File: src/rtl/intra4x4_sched_if.sv
// Handshake and block-coordinate bundle between the 4x4 intra sequencer and its datapath.
// The master modport is the sequencer's view; slave is the datapath/environment view.
interface intra4x4_sched_if;
  logic        start;
  logic        pred_done;
  logic        recon_done;
  logic [2:0]  mode_in;
  logic        busy;
  logic        done;
  logic        pred_start;
  logic        save_en;
  logic        recon_start;
  logic [3:0]  blk_idx;
  logic [1:0]  blk_x;
  logic [1:0]  blk_y;
  logic [8:0]  mb_x;
  logic [8:0]  mb_y;
  logic [12:0] mbnumber;
  logic        top_avail;
  logic        left_avail;
  logic        topright_avail;
  logic [2:0]  last_mode;

  modport master (
    input  start, pred_done, recon_done, mode_in,
    output busy, done, pred_start, save_en, recon_start, blk_idx, blk_x, blk_y,
           mb_x, mb_y, mbnumber, top_avail, left_avail, topright_avail, last_mode
  );

  modport slave (
    output start, pred_done, recon_done, mode_in,
    input  busy, done, pred_start, save_en, recon_start, blk_idx, blk_x, blk_y,
           mb_x, mb_y, mbnumber, top_avail, left_avail, topright_avail, last_mode
  );
endinterface

File: src/rtl/intra4x4_sched.sv
// Luma 4x4 intra-prediction sequencer: walks macroblocks in raster order and sub-blocks in
// z-order, serialising predict -> save -> reconstruct for each 4x4 block.
module intra4x4_sched #(
  parameter int unsigned LENGTH = 256,
  parameter int unsigned WIDTH  = 256
) (
  input logic              clk,
  input logic              reset,
  intra4x4_sched_if.master bus
);

  localparam int unsigned MbsX    = WIDTH / 16;
  localparam int unsigned MbsY    = LENGTH / 16;
  localparam logic [8:0]  MbxLast = 9'(MbsX - 1);
  localparam logic [8:0]  MbyLast = 9'(MbsY - 1);

  typedef enum logic [2:0] {
    StIdle, StIssue, StWaitPred, StSave, StRecon, StWaitRecon, StDone
  } state_e;

  state_e      state_q;
  logic        busy_q, done_q, pred_start_q, save_en_q, recon_start_q;
  logic [3:0]  blk_q;
  logic [8:0]  mb_x_q, mb_y_q;
  logic [12:0] mbnum_q;
  logic [2:0]  last_mode_q;

  logic [1:0]  blk_x, blk_y, nbr_x, nbr_y;
  logic [3:0]  nbr_idx;
  logic        topright;
  logic        last_blk;

  assign blk_x    = {blk_q[2], blk_q[0]};
  assign blk_y    = {blk_q[3], blk_q[1]};
  assign last_blk = (blk_q == 4'd15) && (mb_x_q == MbxLast) && (mb_y_q == MbyLast);

  // Top-right neighbour inside the MB is available only if it precedes us in z-order.
  always_comb begin
    nbr_x    = blk_x + 2'd1;
    nbr_y    = blk_y - 2'd1;
    nbr_idx  = {nbr_y[1], nbr_x[1], nbr_y[0], nbr_x[0]};
    topright = 1'b0;
    if (blk_y == 2'd0) begin
      topright = (mb_y_q != 9'd0) && ((blk_x != 2'd3) || (mb_x_q != MbxLast));
    end else if (blk_x == 2'd3) begin
      topright = 1'b0;
    end else begin
      topright = nbr_idx < blk_q;
    end
  end

  always_ff @(posedge clk) begin
    if (reset) begin
      state_q       <= StIdle;
      busy_q        <= 1'b0;
      done_q        <= 1'b0;
      pred_start_q  <= 1'b0;
      save_en_q     <= 1'b0;
      recon_start_q <= 1'b0;
      blk_q         <= 4'd0;
      mb_x_q        <= 9'd0;
      mb_y_q        <= 9'd0;
      mbnum_q       <= 13'd0;
      last_mode_q   <= 3'd0;
    end else begin
      pred_start_q  <= 1'b0;
      save_en_q     <= 1'b0;
      recon_start_q <= 1'b0;
      done_q        <= 1'b0;
      case (state_q)
        StIdle: begin
          if (bus.start) begin
            state_q      <= StIssue;
            busy_q       <= 1'b1;
            pred_start_q <= 1'b1;
            blk_q        <= 4'd0;
            mb_x_q       <= 9'd0;
            mb_y_q       <= 9'd0;
            mbnum_q      <= 13'd0;
          end
        end
        StIssue: state_q <= StWaitPred;
        StWaitPred: begin
          if (bus.pred_done) begin
            state_q   <= StSave;
            save_en_q <= 1'b1;
          end
        end
        StSave: begin
          state_q       <= StRecon;
          recon_start_q <= 1'b1;
        end
        StRecon: begin
          state_q     <= StWaitRecon;
          last_mode_q <= bus.mode_in;
        end
        StWaitRecon: begin
          if (bus.recon_done) begin
            if (last_blk) begin
              state_q <= StDone;
              done_q  <= 1'b1;
              busy_q  <= 1'b0;
            end else begin
              state_q      <= StIssue;
              pred_start_q <= 1'b1;
              blk_q        <= blk_q + 4'd1;
              if (blk_q == 4'd15) begin
                mbnum_q <= mbnum_q + 13'd1;
                if (mb_x_q == MbxLast) begin
                  mb_x_q <= 9'd0;
                  mb_y_q <= mb_y_q + 9'd1;
                end else begin
                  mb_x_q <= mb_x_q + 9'd1;
                end
              end
            end
          end
        end
        StDone:  state_q <= StIdle;
        default: state_q <= StIdle;
      endcase
    end
  end

  assign bus.busy           = busy_q;
  assign bus.done           = done_q;
  assign bus.pred_start     = pred_start_q;
  assign bus.save_en        = save_en_q;
  assign bus.recon_start    = recon_start_q;
  assign bus.blk_idx        = blk_q;
  assign bus.blk_x          = blk_x;
  assign bus.blk_y          = blk_y;
  assign bus.mb_x           = mb_x_q;
  assign bus.mb_y           = mb_y_q;
  assign bus.mbnumber       = mbnum_q;
  assign bus.top_avail      = (blk_y != 2'd0) || (mb_y_q != 9'd0);
  assign bus.left_avail     = (blk_x != 2'd0) || (mb_x_q != 9'd0);
  assign bus.topright_avail = topright;
  assign bus.last_mode      = last_mode_q;

endmodule

File: src/flat_wrapper.sv
// flat-port wrapper written by rule: the top's interface ports become plain ports
module intra4x4_sched_flat 
#(
  parameter int unsigned LENGTH = 256,
  parameter int unsigned WIDTH  = 256
)
  (clk, reset, bus_start, bus_pred_done, bus_recon_done, bus_mode_in, bus_busy, bus_done, bus_pred_start, bus_save_en, bus_recon_start, bus_blk_idx, bus_blk_x, bus_blk_y, bus_mb_x, bus_mb_y, bus_mbnumber, bus_top_avail, bus_left_avail, bus_topright_avail, bus_last_mode);
  intra4x4_sched_if bus_i ();
  input logic clk;
  input logic reset;
  input wire logic [$bits(bus_i.start)-1:0] bus_start;
  input wire logic [$bits(bus_i.pred_done)-1:0] bus_pred_done;
  input wire logic [$bits(bus_i.recon_done)-1:0] bus_recon_done;
  input wire logic [$bits(bus_i.mode_in)-1:0] bus_mode_in;
  output wire logic [$bits(bus_i.busy)-1:0] bus_busy;
  output wire logic [$bits(bus_i.done)-1:0] bus_done;
  output wire logic [$bits(bus_i.pred_start)-1:0] bus_pred_start;
  output wire logic [$bits(bus_i.save_en)-1:0] bus_save_en;
  output wire logic [$bits(bus_i.recon_start)-1:0] bus_recon_start;
  output wire logic [$bits(bus_i.blk_idx)-1:0] bus_blk_idx;
  output wire logic [$bits(bus_i.blk_x)-1:0] bus_blk_x;
  output wire logic [$bits(bus_i.blk_y)-1:0] bus_blk_y;
  output wire logic [$bits(bus_i.mb_x)-1:0] bus_mb_x;
  output wire logic [$bits(bus_i.mb_y)-1:0] bus_mb_y;
  output wire logic [$bits(bus_i.mbnumber)-1:0] bus_mbnumber;
  output wire logic [$bits(bus_i.top_avail)-1:0] bus_top_avail;
  output wire logic [$bits(bus_i.left_avail)-1:0] bus_left_avail;
  output wire logic [$bits(bus_i.topright_avail)-1:0] bus_topright_avail;
  output wire logic [$bits(bus_i.last_mode)-1:0] bus_last_mode;
  assign bus_i.start = bus_start;
  assign bus_i.pred_done = bus_pred_done;
  assign bus_i.recon_done = bus_recon_done;
  assign bus_i.mode_in = bus_mode_in;
  assign bus_busy = bus_i.busy;
  assign bus_done = bus_i.done;
  assign bus_pred_start = bus_i.pred_start;
  assign bus_save_en = bus_i.save_en;
  assign bus_recon_start = bus_i.recon_start;
  assign bus_blk_idx = bus_i.blk_idx;
  assign bus_blk_x = bus_i.blk_x;
  assign bus_blk_y = bus_i.blk_y;
  assign bus_mb_x = bus_i.mb_x;
  assign bus_mb_y = bus_i.mb_y;
  assign bus_mbnumber = bus_i.mbnumber;
  assign bus_top_avail = bus_i.top_avail;
  assign bus_left_avail = bus_i.left_avail;
  assign bus_topright_avail = bus_i.topright_avail;
  assign bus_last_mode = bus_i.last_mode;
  intra4x4_sched #(.LENGTH(LENGTH), .WIDTH(WIDTH)) u_core (.clk(clk), .reset(reset), .bus(bus_i));
endmodule
File: config.mk
export PLATFORM = sky130hd
export DESIGN_NAME = intra4x4_sched_flat
export DESIGN_NICKNAME = d
export VERILOG_FILES = /design/src/rtl/intra4x4_sched_if.sv /design/src/rtl/intra4x4_sched.sv /design/src/flat_wrapper.sv
export SDC_FILE = /design/constraint.sdc
export NUM_CORES = 1
export LEC_CHECK = 0
export ABC_AREA = 1
export BUFFER_PORTS_ARGS = -buffer_cell sky130_fd_sc_hd__buf_2
export CAP_MARGIN = 20
export CORE_ASPECT_RATIO = 1.4
export CORE_MARGIN = 5
export CORE_UTILIZATION = 27
export CTS_CLUSTER_SIZE = 12
export DETAILED_ROUTE_END_ITERATION = 10
export PLACE_DENSITY = 0.5
export SYNTH_ARGS = -nofsm -noshare
export SYNTH_HDL_FRONTEND = slang
export SYNTH_SLANG_ARGS = --single-unit
File: constraint.sdc
create_clock -name clk -period 5.2 [get_ports clk]
set_clock_uncertainty 0.2 [all_clocks]
set_input_delay 1.56 -clock clk [delete_from_list [all_inputs] [get_ports clk]]
set_output_delay 1.56 -clock clk [all_outputs]
set_load 0.03 [all_outputs]
Yosys cells after proc, flatten, opt, wreduce, memory -nomap -nowiden. Index checks and enable logic that the tools add are counted.

Add/sub/neg operators: 6. Multiply operators: 0. Divide/modulo/power cells: 0. $lt $le $gt $ge: 1. Equality and inequality tests: 18. Shift-type cells: 0. Multiplexer cells: 38. Bitwise gates (word level): 3. Reduce and logical (&&, ||, !) cells: 20.

Operators with widths (number): $mux W9 (9); $mux W13 (4); $pmux W9 S2 (2); $pmux W13 S2 (1); $add A9 B1 Y9 const B (2); $eq A9 B4 Y1 const B (2); $pmux W3 S6 (1); $reduce_bool A9 Y1 (2); $add A13 B1 Y13 const B (1); $mux W3 (4); $mux W4 (3); $mux W1 (11); $ne A2 B2 Y1 const B (5); $ne A9 B4 Y1 const B (1); $pmux W4 S2 (1); $reduce_and A4 Y1 (2); $eq A3 B2 Y1 const B (2); $eq A3 B3 Y1 const B (2); $ne A2 B1 Y1 const B (3); $reduce_and A6 Y1 (1); $reduce_bool A2 Y1 (3); $reduce_and A5 Y1 (1); $add A4 B1 Y4 const B (1); $eq A4 B4 Y1 const B (1); 14 further kinds (21).

Register bits: 46. Bits in latches: 0. Memory bits (writable): 0. Memory bits (read-only): 0. Bits of input ports: 8. Output and inout bits: 50. Logic and storage cells: 97. Memories kept: 0.

Logic depth before layout (Yosys ltp). Gate-level depths: netlist of run 1.

Depth in word-level cells: 6. Mapped depth: 12. Gate-level depth less buffers: 11.

Worst setup path after synthesis of run 1. OpenSTA, ideal clock, no wires.

Path type: register to output. Start point: reg u_core.mb_x_q[1] (netlist: u_core.bus.mb_x[1]). End point: out bus_topright_avail. Data arrival time: 1.585 ns. Required time: 3.440 ns. Setup slack: 1.855 ns. Stages on the path, launching flop included: 8. Buffers on the path: 0. Cell sequence: dfxtp_1 ha_1 nand2_1 nor2_4 nand3_1 nand2_1 a21oi_1 o21a_1.

Longest elaborated chain between the ends: 4.

Ends and longest elaborated chain: start, declared (line intra4x4_sched.sv:24) `logic [8:0] mb_x_q, mb_y_q;`; start signal, assigned (line intra4x4_sched.sv:113) `mb_x_q <= mb_x_q + 9'd1;`; $ne A9 B4 Y1 (line intra4x4_sched.sv:44) `topright = (mb_y_q != 9'd0) && ((blk_x != 2'd3) || (mb_x_q != MbxLast));`; $logic_or A1 B1 Y1 (line intra4x4_sched.sv:44); $logic_and A1 B1 Y1 (line intra4x4_sched.sv:44); $mux W1 (line intra4x4_sched.sv:43) `if (blk_y == 2'd0) begin`; end, declared (line flat_wrapper.sv:28) `output wire logic [$bits(bus_i.topright_avail)-1:0] bus_topright_avail;`.

No other way between the ends.

Worst setup path in the final report of run 1. Same ends and word-level chain as after synthesis.

==> impl_metrics.json, run 1 <==
{
  "rows": 44,
  "io_buffers": 57,
  "antenna_cells": 0,
  "yosys_most_used_dff": "dfxtp_1",
  "clk_pin_slew_ns": 0.06,
  "dp_hpwl_um": 5620,
  "crit_slowest_cell": "dfxtp_1",
  "syn_area_per_cell_um2": 6.31,
  "ys_async_sr_fraction": 0,
  "relSlewSlack": 0.573,
  "yosys_register_bits": 46,
  "vias": 2824,
  "startpoint": "u_core.bus.mb_x[1]",
  "clkSinkCount": 46,
  "cts_max_path_buffers": 2,
  "synth_cell_type_count": 31,
  "period_needed_ns": 3.72,
  "regToRegSetupSlack_ns": 2.30,
  "crit_type": "flop to output port",
  "crit_required_ns": 3.44,
  "die_x_um": 96.1,
  "dieHeight_um": 131,
  "ys_seq_area_frac": 0.329,
  "io_pins": 58,
  "hold_path.class": "flop to flop",
  "critPathMaxFanout": 5,
  "fmax_ghz": 0.269,
  "cpMostUsedCell": "nand2_1",
  "grt_pass1_vias": 2730,
  "leakagePower_nw": 1.42,
  "grt_pass1_wl_um": 13000,
  "wl_per_cell_um": 12.4,
  "fin_util": 0.319,
  "setup_viol": 0,
  "viasPerCell": 4.49,
  "grt_max_degree": 31,
  "clock-root-buffer": "clkbuf_16",
  "synth.area.top_cells": "dfxtp_1 (33%), nand2_1 (18%), nor2_1 (9.2%)",
  "final_hold_viol_count": 0,
  "drt_first_pass_iters": 6,
  "cap_violations": 0,
  "drtIter0Drc": 140,
  "reg2reg_from": "u_core.state_q[0]",
  "rsz0062_at_grt": "no",
  "powerDensity_mw_per_mm2": 259,
  "clk_latency_ns": 0.29,
  "power_mw": 0.849,
  "drc": 0,
  "syn2layout_area_growth_pct": 17.3,
  "synth_cells": 444,
  "cts_hold_buf": 0,
  "grt-ovfl-total": 0,
  "start_util": 0.272,
  "endpoint_kind": "output port",
  "nFillCells": 1162,
  "synth_top_cell_area_share": 0.329,
  "routed_wl_um": 7770,
  "status": "finished clean",
  "yosysMostFrequentCell": "nand2_1",
  "crit_path_start_kind": "flop",
  "cts_tree": "yes",
  "netlist_top_cells_count": "nand2_1 (131), nor2_1 (69), inv_1 (54)",
  "cts_resized": 0,
  "synth_edf_count": 0,
  "nNetsFinal": 504,
  "cts_buffers": 5,
  "htree_levels": 2,
  "antenna_found_initial": 0,
  "fp.dieArea_mm2": 0.0125,
  "synth_warnings": 0,
  "worstMarginPinSlew_ns": 0.640,
  "crit_end": "bus_topright_avail",
  "synthesis.nets": 458,
  "post_cts_buffers": 0,
  "slowest_delay_ns": 0.42,
  "syn_area_mm2": 0.00280,
  "yosys.area.top_type": "dfxtp_1",
  "tns_ns": 0,
  "drive_gt1_frac": 0.171,
  "slew_viol_final": 0,
  "grt_usage": 0.131,
  "ant_nets": 0,
  "finalCritPeriodShare": 0.715,
  "crit_chain": "ha_1, nand2_1, nor2_4, nand3_1, nand2_1, a21oi_1, o21a_1, buf_2",
  "r2r-end": "u_core.bus.mbnumber[10]",
  "core-area_mm2": 0.0103,
  "critPathArrivalTime_ns": 1.96,
  "gp_congestion": 0.892,
  "irDropWorstVdd_v": 0.000114,
  "rr_worst_depth": 8
}
==> worst min-delay path by stage <==
stage / from / to / slack, ns / cells after the start
finish: u_core.bus.busy / u_core.bus.busy / 0.28 / 2
global route: u_core.bus.busy / u_core.bus.busy / 0.30 / 2
CTS: u_core.bus.busy / u_core.bus.busy / 0.28 / 2
detailed placement: u_core.bus.busy / u_core.bus.busy / 0.27 / 2
global placement: u_core.bus.busy / u_core.bus.busy / 0.27 / 2
floorplan: u_core.state_q[1] / u_core.bus.recon_start / 0.28 / 2
==> state kept, by name, indices dropped and copies added (netlist names) <==
register / count
u_core.bus.blk_idx: 4
u_core.bus.mb_x: 9
u_core.bus.mb_y: 9
u_core.bus.busy: 1
u_core.bus.last_mode: 3
u_core.bus.mbnumber: 13
u_core.state_q: 3
u_core.bus.recon_start: 1
u_core.bus.save_en: 1
u_core.bus.pred_start: 1
u_core.bus.done: 1
==> placed cells by master (no fill, tap or decap), types with 3 or more instances in the layout <==
cell         n
a21oi_1     30
buf_2       57
clkbuf_16    5
dfxtp_1     46
ha_1         6
inv_1       54
inv_2        4
nand2_1    131
nand2_2      4
nand3_1     21
nand3_2      3
nand4_1     17
nor2_1      69
nor3_1       6
nor3b_1      3
o21ai_0     12
xor2_1       6
==> per-stage QoR <==
stage / cells / hold WS, ns / setup WS (ns) / cell area (um^2)
CTS: 629 / 0.284 / 1.46 / 3290
floorplan: 444 / 0.285 / 1.85 / 2800
global route: 629 / 0.304 / 1.30 / 3290
global placement: 621 / 0.274 / 1.80 / 3140
finish: 629 / 0.279 / 1.48 / 3290
detailed placement: 621 / 0.275 / 1.79 / 3140
==> cell type report <==
cell class                 count  area [um^2]  share of cell area
multi-input combinational    320         1530               0.465
sequential                    46          921               0.280
timing repair buffer          57          285              0.0868
inverter                      60          230              0.0701
tap                          138          173              0.0526
clock buffer                   7          143              0.0434
clock inverter                 1         5.00             0.00152
==> power breakdown <==
| part | internal (mW) | total (mW) | switching [mW] |
|---|---|---|---|
| clock | 0.191 | 0.328 | 0.137 |
| sequential | 0.362 | 0.370 | 0.00797 |
| combinational | 0.0384 | 0.152 | 0.113 |
| total | 0.591 | 0.849 | 0.258 |
==> cells by family after synthesis <==
family | synth area share
and+or+nand+nor | 0.413
buffers and inverters | 0.125
DFF | 0.329
AOI/OAI and AO/OA | 0.0844
xor gates and xnor gates | 0.0219
adders and majority gates | 0.0268
==> critical path: cells and delay by family (launching register included) <==
kind	cells	cell delay [ns]
simple gates	4	0.65
flops	1	0.42
compound gates	2	0.24
fa+ha+maj	1	0.20
buf+inv	1	0.17
==> per-layer routing <==
metal | vias up | global-route usage | wire length [um]
met5 | - | 0 | 0
met4 | 0 | 0.0519 | 110
met3 | 6 | 0.0206 | 332
met2 | 53 | 0.231 | 3850
met1 | 1282 | 0.158 | 3480
li1 | 1483 | - | -
No activity file was read; power rests on OpenSTA's default activity.
==> inputs of run 2 (changes only) <==
- clock period: 5.2 -> 3.7 ns (I/O delays scaled with it)
==> run 2 against run 1 <==
Effect of this change: design area is 0.69% higher; routed wire length rose by 0.10%; sequential share of layout area is 0.19 points lower; die area is the same; final cell count increased by 0.48%; non-clock buffer count increased by 3; power up 40%; critical path depth unchanged; hold slack got worse by 0.0020 ns; clock-buffer cell count unchanged; sequential power rose by 41%; largest power group unchanged.
==> impl_metrics.json, run 2 (synthesis gave the netlist of run 1 again) <==
{
  "hold_depth": 2,
  "fin_area_mm2": 0.00331,
  "viasPerCell": 4.46,
  "critPathArrivalTime_ns": 1.91,
  "powerDensity_mw_per_mm2": 361,
  "place_ws_ns": 0.771,
  "clk_latency_ns": 0.29,
  "hold_path.class": "flop to flop",
  "nFillCells": 1166,
  "dieHeight_um": 131,
  "reg2reg_from": "u_core.state_q[1]",
  "cts_max_path_buffers": 2,
  "core-area_mm2": 0.0103,
  "slowest_delay_ns": 0.39,
  "crit_required_ns": 2.39,
  "cts_hold_buf": 0,
  "ant_nets": 0,
  "setup_viol": 0,
  "crit_slowest_cell": "dfxtp_1",
  "relSlewSlack": 0.636,
  "grt-ovfl-total": 0,
  "final_hold_viol_count": 0,
  "gp_congestion": 0.900,
  "grt_max_degree": 30,
  "clock-root-buffer": "clkbuf_16",
  "status": "finished clean",
  "antenna_found_initial": 0,
  "final_common_cell": "nand2_1",
  "clk_pin_slew_ns": 0.06,
  "endpoint_kind": "output port",
  "cts_buffers": 5,
  "drc": 0,
  "min_to": "u_core.bus.busy",
  "grt_pass1_vias": 2624,
  "period_needed_ns": 3.22,
  "io_buffers": 57,
  "crit_family": "simple AND/OR/NAND/NOR gates",
  "hold_ws_ns": 0.277,
  "rows": 44,
  "drive_gt1_frac": 0.176,
  "cts_resized": 0,
  "fmax_ghz": 0.310,
  "layout_common_cells": "nand2_1 (131), nor2_1 (69), buf_2 (57), inv_1 (54), dfxtp_1 (46)",
  "rsz0062_at_grt": "no",
  "cts_tree": "yes",
  "nNetsFinal": 507,
  "finalCritPeriodShare": 0.871,
  "worstMarginPinSlew_ns": 0.546,
  "hp-start": "u_core.bus.busy",
  "routed_wl_um": 7780,
  "wl_per_cell_um": 12.3,
  "crit_type": "flop to output port",
  "antenna_cells": 0,
  "fp.dieArea_mm2": 0.0125,
  "vias": 2816,
  "setup_ws_ns": 0.477,
  "drtIter0Drc": 134,
  "irDropWorstVdd_v": 0.000152,
  "htree_levels": 2,
  "critPathMaxFanout": 5,
  "dp_hpwl_um": 5680,
  "post_cts_buffers": 0,
  "cap_violations": 0,
  "start_util": 0.272,
  "rr_worst_depth": 12,
  "largest_register_ffs": 13,
  "cpMostUsedCell": "nand2_1",
  "syn2layout_area_growth_pct": 18.1,
  "io_pins": 58,
  "clkSinkCount": 46,
  "crit_chain": "ha_1, nand2_1, nor2_4, nand3_1, nand2_1, a21oi_1, o21a_1, buf_2",
  "fin_util": 0.321,
  "tns_ns": 0,
  "grt_pass1_wl_um": 12700,
  "grt_usage": 0.127,
  "r2r-end": "u_core.bus.mbnumber[10]",
  "drt_first_pass_iters": 4,
  "leakagePower_nw": 1.43,
  "placedInstanceArea_mm2": 0.00316,
  "slew_viol_final": 0,
  "regToRegSetupSlack_ns": 1.19,
  "die_x_um": 96.1,
  "crit_path_start_kind": "flop",
  "path_buf_inv": 1
}
-- run 2: cell count changes in the layout (fill, tap and decap cells not counted) --
cell / change
buf_4: +3
-- run 2: worst max path at each step --
stage               depth (start not counted)  slack [ns]               start                 end
finish                                      8        0.48  u_core.bus.mb_x[1]  bus_topright_avail
global route                                8        0.29  u_core.bus.mb_x[1]  bus_topright_avail
CTS                                         8        0.45  u_core.bus.mb_x[1]  bus_topright_avail
detailed placement                          8        0.77  u_core.bus.mb_x[1]  bus_topright_avail
global placement                            8        0.81  u_core.bus.mb_x[1]  bus_topright_avail
floorplan                                   7        0.80  u_core.bus.mb_x[1]  bus_topright_avail
-- run 2: layout make-up --
class                   instances  area [um^2]  area share
multi-input cells             320         1530       0.462
flip-flops and latches         46          921       0.278
repair buffers                 60          308      0.0930
inverters                      60          230      0.0696
well taps                     138          173      0.0522
clock buffers                   7          143      0.0431
clock inverters                 1         5.00     0.00151
-- run 2: routing by layer --
| metal | vias up | part of all wire | routed length, um | global-route usage |
|---|---|---|---|---|
| met3 | 7 | 0.033 | 254 | 0.0212 |
| met4 | 0 | 0.014 | 107 | 0.0511 |
| li1 | 1484 | - | - | - |
| met2 | 50 | 0.50 | 3880 | 0.218 |
| met1 | 1275 | 0.46 | 3550 | 0.156 |
| met5 | - | 0 | 0 | 0 |
-- run 2: where the power goes --
part / switching [mW] / internal, mW / total, mW
clock: 0.189 / 0.268 / 0.457
combinational: 0.161 / 0.0549 / 0.216
sequential: 0.0112 / 0.508 / 0.520
-- run 2: through the flow --
step,cells,total power [mW]
6_report,632,1.19
3_3_place_gp,624,0.747
4_1_cts,632,1.22
5_1_grt,632,1.27
2_1_floorplan,444,0.715
3_5_place_dp,624,0.751
-- run 2: worst reg2reg max path: cells and delay by family (launching register included) --
kind / cells / cell delay, ns
simple gates: 8 / 1.06
buf+inv: 4 / 0.78
flops: 1 / 0.37
==> inputs of run 3 (changes only) <==
- ABC_AREA: 1 -> unset
- CTS_CLUSTER_DIAMETER: unset -> 50
- PLACE_DENSITY: 0.5 -> 0.51
==> run 3 against run 2 <==
Effect of this change: flip-flop and latch count unchanged; clock-buffer cell count unchanged; area after synthesis decreased by 11%; non-clock buffer count unchanged; via count decreased by 14%; critical endpoint unchanged.
==> impl_metrics.json, run 3 <==
{
  "grt_max_degree": 20,
  "status": "finished clean",
  "dieHeight_um": 124,
  "io_pins": 58,
  "netlist_top_cells_count": "dfxtp_1 (46), o21ai_0 (38), nor2_1 (35)",
  "syn_area_mm2": 0.00249,
  "io_buffers": 57,
  "fmax_ghz": 0.281,
  "drt_first_pass_iters": 5,
  "critPathArrivalTime_ns": 2.25,
  "die_x_um": 91.2,
  "yosysMostFrequentCell": "dfxtp_1",
  "p_clk_frac": 0.426,
  "drc": 0,
  "cts_max_path_buffers": 2,
  "swShare": 0.253,
  "combPwrFrac": 0.091,
  "grt_pass1_vias": 2303,
  "vias": 2425,
  "hold_path.class": "flop to flop",
  "synth_warnings": 0,
  "viasPerCell": 5.37,
  "tns_ns": 0,
  "p_int_mw": 0.806,
  "routed_wl_um": 7100,
  "r2r-end": "u_core.bus.mb_x[7]",
  "irDropWorstVdd_v": 0.000178,
  "grt_pass1_wl_um": 11700,
  "powerDensity_mw_per_mm2": 362,
  "grt-ovfl-total": 0,
  "rows": 41,
  "ys_async_sr_fraction": 0,
  "clk_pin_slew_ns": 0.06,
  "start_util": 0.276,
  "critPathMaxFanout": 10,
  "clk_latency_ns": 0.29,
  "post_cts_buffers": 0,
  "crit_required_ns": 2.39,
  "slew_viol_final": 0,
  "rr_worst_depth": 6,
  "core-area_mm2": 0.00903,
  "synth_cells": 294,
  "synth_cell_type_count": 58,
  "endpoint_kind": "output port",
  "nFillCells": 963,
  "layout.cells.non_filler": 452,
  "ant_nets": 0,
  "final_common_cell": "buf_2",
  "syn_area_per_cell_um2": 8.48,
  "yosys.area.top_type": "dfxtp_1",
  "setup_viol": 0,
  "cts_hold_buf": 0,
  "largest_register_ffs": 13,
  "pwr-share-seq": 0.483,
  "synth.area.top_cells": "dfxtp_1 (37%), o21ai_0 (7.6%), nor2_1 (5.3%)",
  "cts_tree": "yes",
  "multi_input_area_mm2": 0.00144,
  "grt_usage": 0.129,
  "yosys_register_bits": 46,
  "clock-root-buffer": "clkbuf_16",
  "regToRegSetupSlack_ns": 1.17,
  "crit_path_start_kind": "flop",
  "dp_hpwl_um": 5170,
  "clkSinkCount": 46,
  "seq_area_um2": 921,
  "synth_top_cell_area_share": 0.369,
  "synthesis.nets": 308,
  "relSlewSlack": 0.576,
  "cts_buffers": 5,
  "drtIter0Drc": 160,
  "final_hold_viol_count": 0,
  "dp_cells": 444,
  "antenna_found_initial": 0,
  "hold_depth": 1,
  "fp.dieArea_mm2": 0.0113,
  "layout_common_cells": "buf_2 (57), dfxtp_1 (46), o21ai_0 (38), nor2_1 (35), nand3_1 (23)",
  "htree_levels": 2,
  "worstMarginPinSlew_ns": 0.619,
  "crit_end": "bus_topright_avail",
  "cts_resized": 0,
  "reg2reg_from": "u_core.state_q[0]",
  "nNetsFinal": 358,
  "crit_type": "flop to output port",
  "power_mw": 1.08,
  "drive_gt1_frac": 0.249,
  "gp_congestion": 0.756,
  "yosys_most_used_dff": "dfxtp_1",
  "cap_violations": 0,
  "rsz0062_at_grt": "no",
  "antenna_cells": 0,
  "syn2layout_area_growth_pct": 19.6,
  "finalCritPeriodShare": 0.962,
  "synth_edf_count": 0,
  "startpoint": "u_core.bus.mb_x[5]",
  "wl_per_cell_um": 15.7,
  "switchingPower_mw": 0.273,
  "period_needed_ns": 3.56,
  "ys_seq_area_frac": 0.369,
  "leakagePower_nw": 1.27
}
run 3: cell count changes in the layout (fill, tap and decap cells not counted), moves of 6 or more:
cell     delta
nand2_1   -115
inv_1      -45
nor2_1     -34
o21ai_0    +26
a21oi_1    -20
nand4_1    -12
and3_1     +11
o31ai_1     +7
xor2_1      -6
run 3: worst min-delay path by stage:
stage	start	slack, ns	to
after global placement	u_core.bus.mbnumber[12]	0.26	u_core.bus.mbnumber[12]
after detailed placement	u_core.bus.mbnumber[12]	0.26	u_core.bus.mbnumber[12]
final	u_core.bus.mbnumber[12]	0.29	u_core.bus.mbnumber[12]
after floorplan	u_core.bus.mbnumber[12]	0.39	u_core.bus.mbnumber[12]
after global routing	u_core.bus.busy	0.30	u_core.bus.busy
after CTS	u_core.bus.mbnumber[12]	0.28	u_core.bus.mbnumber[12]
run 3: layer usage:
metal  share of wire  GRT usage  routed length [um]
met1            0.44      0.151                3100
met2            0.49      0.219                3500
met3           0.046     0.0308                 324
met4           0.025     0.0670                 176
met5               0          0                   0
run 3: cells by family after synthesis:
logic type / count (synthesis) / synth area share
simple gates: 124 / 0.281
buf+inv: 26 / 0.0537
fa+ha+maj: 6 / 0.0301
flops: 46 / 0.369
compound gates: 87 / 0.244
mux: 5 / 0.0211
run 3: final cells by class:
type / instances / share of cell area
multi-input cells: 222 / 0.482
flip-flops and latches: 46 / 0.309
repair buffers: 60 / 0.103
clock buffers: 7 / 0.0478
well taps: 107 / 0.0449
inverters: 9 / 0.0113
clock inverters: 1 / 0.00168
run 3: power groups by stage:
stage / logic [mW] / clock network [mW] / registers [mW]
6_report: 0.0982 / 0.460 / 0.522
4_1_cts: 0.0992 / 0.479 / 0.521
3_5_place_dp: 0.0986 / 0 / 0.533
5_1_grt: 0.110 / 0.501 / 0.524
3_3_place_gp: 0.0992 / 0 / 0.533
2_1_floorplan: 0.0803 / 0 / 0.527
run 3: metrics by stage:
step           hold WS [ns]  utilization  instance area [um^2]  setup slack [ns]
2_1_floorplan         0.392            -                  2490             0.576
3_3_place_gp          0.263        0.314                  2830             0.499
3_5_place_dp          0.258        0.314                  2830             0.477
4_1_cts               0.279        0.330                  2980             0.156
5_1_grt               0.302        0.330                  2980            0.0315
6_report              0.285        0.330                  2980             0.140
run 3: critical path, cell delays in order (launching register included):
cell     delay, ns
dfxtp_1       0.37
nor4_1        0.50
and3_1        0.50
o21a_1        0.18
o21ai_0       0.07
and2_1        0.17
buf_2         0.17
